## src/rtl/btn_tx_arbiter.sv

```systemverilog
`default_nettype none
// ============================================================================
// Module   : btn_tx_arbiter
// Purpose  : Shares one UART transmitter between four button-pulse requesters.
//            Each pulse queues a one-byte code; a round-robin arbiter hands the
//            queued codes to the UART TX one at a time using a start/done
//            handshake, with timeout recovery if done never arrives.
// Ports    : clk, rst          - clock, asynchronous active-high reset
//            i_btn[3:0]        - one-cycle request pulses, bit n = button n
//            i_tx_busy         - UART TX busy (blocks new grants)
//            i_tx_done         - one-cycle pulse, byte fully transmitted
//            o_tx_start        - one-cycle start strobe to UART TX
//            o_tx_data[7:0]    - byte to send, held until the next grant
//            o_pending[3:0]    - queued-request flags
//            o_busy            - high while a grant is in progress
//            o_drop            - pulse: request hit an already-pending button
//            o_timeout         - pulse: done not seen within TX_TIMEOUT cycles
// Revision : 1.0 - initial release
// ============================================================================
module btn_tx_arbiter #(
  parameter logic [7:0] CODE_0     = 8'h55,
  parameter logic [7:0] CODE_1     = 8'h44,
  parameter logic [7:0] CODE_2     = 8'h4C,
  parameter logic [7:0] CODE_3     = 8'h52,
  parameter int         TX_TIMEOUT = 200000
) (
  input  logic       clk,
  input  logic       rst,
  input  logic [3:0] i_btn,
  input  logic       i_tx_busy,
  input  logic       i_tx_done,
  output logic       o_tx_start,
  output logic [7:0] o_tx_data,
  output logic [3:0] o_pending,
  output logic       o_busy,
  output logic       o_drop,
  output logic       o_timeout
);

  localparam int            c_TW   = (TX_TIMEOUT > 1) ? $clog2(TX_TIMEOUT) : 1;
  localparam logic [c_TW-1:0] c_TMAX = c_TW'(TX_TIMEOUT - 1);

  typedef enum logic [1:0] {
    ST_IDLE  = 2'd0,
    ST_START = 2'd1,
    ST_WAIT  = 2'd2
  } state_t;

  state_t          r_state;
  logic [3:0]      r_pending;
  logic [1:0]      r_rr_ptr;
  logic [1:0]      r_win;
  logic [c_TW-1:0] r_timer;

  logic [1:0]      w_winner;
  logic [7:0]      w_code;
  logic [3:0]      w_clr;

  // Round-robin pick: scan from the highest offset down so the entry closest
  // to r_rr_ptr is the last (and therefore winning) assignment.
  always_comb begin
    w_winner = r_rr_ptr;
    for (int i = 3; i >= 0; i--) begin
      if (r_pending[r_rr_ptr + 2'(i)]) begin
        w_winner = r_rr_ptr + 2'(i);
      end
    end
  end

  always_comb begin
    case (w_winner)
      2'd0:    w_code = CODE_0;
      2'd1:    w_code = CODE_1;
      2'd2:    w_code = CODE_2;
      default: w_code = CODE_3;
    endcase
  end

  // The granted bit is cleared while in START; a fresh press in that same
  // cycle re-sets it below because the OR with i_btn is applied last.
  assign w_clr = (r_state == ST_START) ? (4'b0001 << r_win) : 4'b0000;

  always_ff @(posedge clk or posedge rst) begin
    if (rst) begin
      r_state    <= ST_IDLE;
      r_pending  <= 4'b0000;
      r_rr_ptr   <= 2'd0;
      r_win      <= 2'd0;
      r_timer    <= '0;
      o_tx_start <= 1'b0;
      o_tx_data  <= 8'h00;
      o_busy     <= 1'b0;
      o_drop     <= 1'b0;
      o_timeout  <= 1'b0;
    end else begin
      r_pending  <= (r_pending & ~w_clr) | i_btn;
      o_drop     <= |(i_btn & r_pending & ~w_clr);
      o_tx_start <= 1'b0;
      o_timeout  <= 1'b0;

      case (r_state)
        ST_IDLE: begin
          if ((r_pending != 4'b0000) && !i_tx_busy) begin
            r_state    <= ST_START;
            r_win      <= w_winner;
            o_tx_data  <= w_code;
            o_tx_start <= 1'b1;
            o_busy     <= 1'b1;
          end
        end

        ST_START: begin
          r_rr_ptr <= r_win + 2'd1;
          r_timer  <= '0;
          r_state  <= ST_WAIT;
        end

        ST_WAIT: begin
          r_timer <= r_timer + 1'b1;
          // done takes priority over a coincident timeout
          if (i_tx_done) begin
            r_state <= ST_IDLE;
            o_busy  <= 1'b0;
          end else if (r_timer == c_TMAX) begin
            r_state   <= ST_IDLE;
            o_busy    <= 1'b0;
            o_timeout <= 1'b1;
          end
        end

        default: begin
          r_state <= ST_IDLE;
          o_busy  <= 1'b0;
        end
      endcase
    end
  end

  assign o_pending = r_pending;

endmodule
`default_nettype wire
```

## config.mk

```make
export PLATFORM = sky130hd
export DESIGN_NAME = btn_tx_arbiter
export DESIGN_NICKNAME = d
export VERILOG_FILES = /design/src/rtl/btn_tx_arbiter.sv
export SDC_FILE = /design/constraint.sdc
export NUM_CORES = 1
export LEC_CHECK = 0
export BUFFER_PORTS_ARGS = -buffer_cell sky130_fd_sc_hd__buf_2
export CORE_ASPECT_RATIO = 2
export CORE_MARGIN = 4
export CORE_UTILIZATION = 57
export DETAILED_ROUTE_END_ITERATION = 12
export GPL_ROUTABILITY_DRIVEN = 0
export PLACE_DENSITY = 0.79
export SYNTH_ARGS = -nofsm -noshare
export SYNTH_HDL_FRONTEND = slang
export SYNTH_SLANG_ARGS = --single-unit
```

## constraint.sdc

```tcl
create_clock -name clk -period 2.5 [get_ports clk]
set_clock_uncertainty 0.15 [all_clocks]
set_input_delay 0 -clock clk [delete_from_list [all_inputs] [get_ports clk]]
set_output_delay 0 -clock clk [all_outputs]
set_load 0.01 [all_outputs]
```

; Yosys cells after proc, flatten, opt, wreduce, memory -nomap -nowiden
; Cells that the tools add are included.
[word_totals]
register_bits = 40
output_inout_bits = 16
wordCells = 71
[classes]
n_addsub = 5
order_cmp = 4
n_eq_ne = 7
shifts = 1
muxes = 28
bitwise_logic = 6
reduce_logical = 10
[ops]
columns = operator, count
row1 = 18-bit one-hot mux with 2 select lines, 1
row2 = 18-bit by 1-bit adder with 18-bit output (second input constant), 1
row3 = 18-bit == test (second input constant), 1
row4 = 5-bit one-hot mux with 3 select lines, 1
row5 = 2-bit two-way mux, 7
row6 = 4-bit AND, 3
row7 = 2-bit by 3-bit less-than comparator with 1-bit output (second input constant), 4
row8 = 1-bit two-way mux, 12
row9 = 1-bit binary-select mux with 2-bit select, 4
row10 = 2-bit one-hot mux with 3 select lines, 1
row11 = 2-bit by 1-bit adder with 2-bit output (second input constant), 2
row12 = 2-bit adder (second input constant), 2
row13 = 2-bit by 1-bit == test with 1-bit output (second input constant), 2
row14 = 2-bit == test (second input constant), 2
row15 = 2-bit zero test, 2
row16 = 4-bit two-way mux, 1
row17 = 4-bit NOT, 1
row18 = 4-bit bitwise OR, 1
row19 = 2-bit AND reduction, 2
row20 = 4-bit nonzero test, 1
row21 = 4-bit OR reduction, 1
row22 = 1-bit by 2-bit left shift with 4-bit output (first input constant), 1
row23 = 3-bit != test (second input constant), 1
row24 = 1-bit one-hot mux with 3 select lines, 1
row25 = 6 further kinds, 6

; Logic depth before layout (Yosys ltp)
[depth]
depth_word = 9
mapped_depth = 7
ltp_nobuf = 6

; Worst setup path before layout
; OpenSTA, ideal clock, no wires.
[synth_path]
path_type = flip-flop to flip-flop
start = register r_state[0]
end = register r_timer[14]
t_arrival_ns = 1.792
t_required_ns = 2.230
path_slack_ns = 0.437
path_stages_with_launch = 8
n_path_buf = 1
path_cell_list = dfrtp_1 > inv_1 > ha_1 > buf_2 > nand3_1 > nor4_2 > a31oi_1 > a41o_1
[synth_between]
elab_chain_len = 2
word_cells_on_any_way = 4
classes_between = eq/ne: 2 / mux: 1 / reduce/logical: 1
[synth_lines]
columns = element, line
row1 = "start, declared", 49  ; state_t r_state;
row2 = "start signal, assigned", 85  ; r_state <= ST_IDLE;
row3 = "start signal, assigned", 104  ; r_state <= ST_START;
row4 = "start signal, assigned", 115  ; r_state <= ST_WAIT;
row5 = 2-bit == test or 2-bit by 1-bit == test with 1-bit output (tied branches), 101  ; case (r_state)
row6 = 18-bit one-hot mux with 2 select lines or 2-bit nonzero test (tied branches), -
row7 = "end signal, assigned", 119  ; r_timer <= r_timer + 1'b1;
row8 = "end, declared", 53  ; logic [c_TW-1:0] r_timer;
; Parallel ways exist; a longest one is shown, timed or not.
; A chain may end at the register's enable or synchronous reset.

; Final worst setup path
[layout_path]
start = register r_state[0]
end = register r_timer[17]
; Same word-level chain as after synthesis.

==> impl_metrics.csv <==
group,metric,value,unit
outcome,status,"complete, no violations",
grt,antenna_found_initial,0,
run,cap_violations,0,
logic_synthesis,async_flop_share,1.00,
worst_setup_path,worst_setup_path_start_kind,"flop",
pwr,power.static_leakage,0.00106,uW
placement,portBuffers,21,
timing,timing.final.ws_setup,0.298,ns
grt,grt_pass1_wl,7.87,mm
min_path,min_path_type,"in2async",
logic_synthesis,synth_area_per_cell,9.81,sq um
worst_setup_path,cp.arrival,2.27,ns
worst_setup_path,rrSetupSlack,0.30,ns
logic_synthesis,synth_seq_cells,38,
timing,tns,0,ns
grt,grt_max_degree,19,
finish,drive_gt1_frac,0.228,
worst_setup_path,critical_path_class,"reg2reg",
logic_synthesis,synthTopCellsByArea,"dfrtp_1 (46%), ha_1 (7.3%), o21ai_0 (3.7%)",
clock_tree,cts_resized,0,
logic_synthesis,yosys.area.top_type,"dfrtp_1",
logic_synthesis,yosys_warnings,0,
route,first_iter_violations,30,
logic_synthesis,synth_edf_count,0,
timing,final_hold_viol_count,0,
timing,post-route-period-util,0.881,
route,vias,1649,
worst_setup_path,reg2reg_from,"r_state[0]",
clock_tree,insertion_delay,0.29,ns
timing,slew_viol_final,0,
logic_synthesis,synth_cell_types,43,
timing,period_needed,2.20,ns
finish,area_growth,16.8,%
worst_setup_path,end_kind,"flop",
finish,antenna_cells,0,
logic_synthesis,synth_ff_type,"dfrtp_1",
floorplan,die_y,92.8,microns
floorplan,ios,24,
placement,post_dp_cell_area,2230,sq um
pwr,sequentialPowerShare,0.405,
route,drc,0,
clock_tree,post_cts_buffers,0,
pwr,clockPowerShare,0.201,
placement,dp_hpwl,3.31,mm
floorplan,rows,30,
logic_synthesis,synth_seq_area_share,0.464,
clock_tree,clk_path_buf_depth,2,
worst_setup_path,reg2reg_to,"r_timer[17]",
route,drt_pre_antenna_iters,4,
floorplan,core,3420,sq um
pwr,swShare,0.384,
floorplan,initial_core_util,0.600,
placement,pre_cts_ws,0.301,ns
pwr,p_int,1320,uW
floorplan,die_w,50.4,microns
floorplan,die_area,4680,sq um
route,drt-wirelength-per-cell,15.0,microns
grt,grt-ovfl-total,0,
clock_tree,root_buffer,"clkbuf_8",
route,postRouteAntennaNets,0,
worst_setup_path,cp_cell_sequence,"inv_1 -> ha_1 -> nand4_2 -> or4_4 -> or3_1 -> a21oi_1",
clock_tree,ctsHtreeMaxLevel,2,
timing,relSlewSlack,0.525,
clock_tree,cts_tree,"yes",
timing,rsz0062_at_grt,"no",
route,viasPerCell,5.61,
logic_synthesis,netlist_instances,209,
finish,nets,265,
route,drt_wl_total,4.40,mm
clock_tree,numCtsBuffers,5,
worst_setup_path,required,2.57,ns
timing,setup_viol,0,
clock_tree,cts.sinks,38,
pwr,powerDensity,894,nW/um^2
worst_setup_path,r2r_cells,6,
logic_synthesis,synth_top_area_frac,0.464,
clock_tree,clkTransAtPathRegs,0.08,ns
timing,fmax,0.454,GHz
pwr,combPwrFrac,0.394,
worst_setup_path,worst_path_max_delay_cell,"ha_1",
worst_setup_path,max_stage_delay,0.45,ns
grt,grt_use_total,0.218,
logic_synthesis,syn_area,2050,sq um
timing,tightest_slew,0.705,ns
grt,grt_pass1_vias,1741,
finish,nFillCells,261,
worst_setup_path,crit_fanout,11,
pwr,switching_power,823,uW
pwr,total_power,2140,uW
finish,finish.instance_area,2390,sq um
pwr,ir_worst_vdd,0.732,mV
[cells in the mapped netlist (4+ instances only)]
master	n
or2_2	5
buf_2	4
nand3_1	8
ha_1	12
a21boi_0	4
o21ai_0	15
dfrtp_1	38
nor3_1	9
or3_1	4
nor4_1	4
nor2_1	16
a21oi_1	11
nor2b_1	4
mux2_2	5
xnor2_1	6
inv_1	17
nand2_1	12
[flip-flops by register name, indices dropped and copies added (netlist names)]
signal and cells:
o_busy 1, o_drop 1, o_pending 4, o_timeout 1, o_tx_data 6, o_tx_start 1, r_rr_ptr 2, r_state 2
r_timer 18, r_win 2
[worst max-delay path, delay by kind of cell (launching register included)]
kind / cells / cell delay (ns)
DFF: 1 / 0.38
and+or+nand+nor: 3 / 0.93
buffers and inverters: 1 / 0.07
AOI/OAI and AO/OA: 1 / 0.14
adders and majority gates: 1 / 0.45
[worst max path at each step]
stage | startpoint | endpoint | slack [ns] | cells after the start
after floorplan | r_state[0] | r_timer[14] | 0.44 | 7
final | r_state[0] | r_timer[17] | 0.30 | 6
after detailed placement | r_state[0] | r_timer[17] | 0.30 | 6
after global placement | r_state[0] | r_timer[17] | 0.37 | 6
after CTS | r_state[0] | r_timer[17] | 0.29 | 6
after global routing | r_state[0] | r_timer[14] | 0.08 | 6
[placed cells by master, fill, tap and decap left out, types with 5 or more instances in the layout]
cell / n
nor3_1: 9
nand2_1: 12
nand3_1: 8
or2_2: 5
buf_2: 21
nor2_1: 16
ha_1: 12
mux2_2: 5
o21ai_0: 15
dlygate4sd3_1: 7
buf_4: 7
inv_1: 17
a21oi_1: 11
clkbuf_8: 6
dfrtp_1: 38
xnor2_1: 6
[what timing repair did]
| item | 4_1_cts | 5_1_grt |
|---|---|---|
| endpoints found under the hold margin | 26 | 0 |
| setup endpoints to repair | 0 | 0 |
| hold buffers | 7 | 0 |
[per-stage QoR]
step | instances | utilization | hold WS, ns
6_report | 294 | 0.701 | 0.192
3_5_place_dp | 279 | 0.654 | -0.0313
3_3_place_gp | 279 | 0.654 | -0.0263
4_1_cts | 294 | 0.701 | 0.203
2_1_floorplan | 210 | - | -0.0772
5_1_grt | 294 | 0.701 | 0.274
[power groups by stage]
stage / Sequential (uW) / Clock (uW) / Combinational (uW)
2_1_floorplan: 878 / 0 / 575
3_3_place_gp: 871 / 0 / 821
3_5_place_dp: 876 / 0 / 843
4_1_cts: 864 / 440 / 855
5_1_grt: 886 / 460 / 979
6_report: 867 / 430 / 845
[cells by family (layout without fill, tap and decap cells)]
group,after synthesis,in the layout,share of synthesized area
AOI/OAI and AO/OA,45,45,0.138
muxes,7,7,0.0372
other,1,2,0.00183
and+or+nand+nor,75,75,0.206
adders and majority gates,12,12,0.0732
DFF,38,38,0.464
xor gates and xnor gates,7,7,0.0299
buffers and inverters,24,60,0.0500
[routing by layer]
layer	vias to the layer above	GRT usage	wire length (microns)
met4	0	0.133	207
met2	42	0.394	2440
met3	19	0.0386	156
met5	-	0	0
met1	789	0.222	1600
li1	799	-	-
[area by class of cell]
class                      instances  area [sq um]  area share
timing repair buffer              35           228      0.0951
clock buffer                       7          86.3      0.0361
multi-input combinational        148          1000       0.418
tap                               48          60.1      0.0251
clock inverter                     1          5.00     0.00209
sequential                        38           951       0.397
inverter                          17          63.8      0.0266
Note: power is estimated with default switching activity, not from simulation.
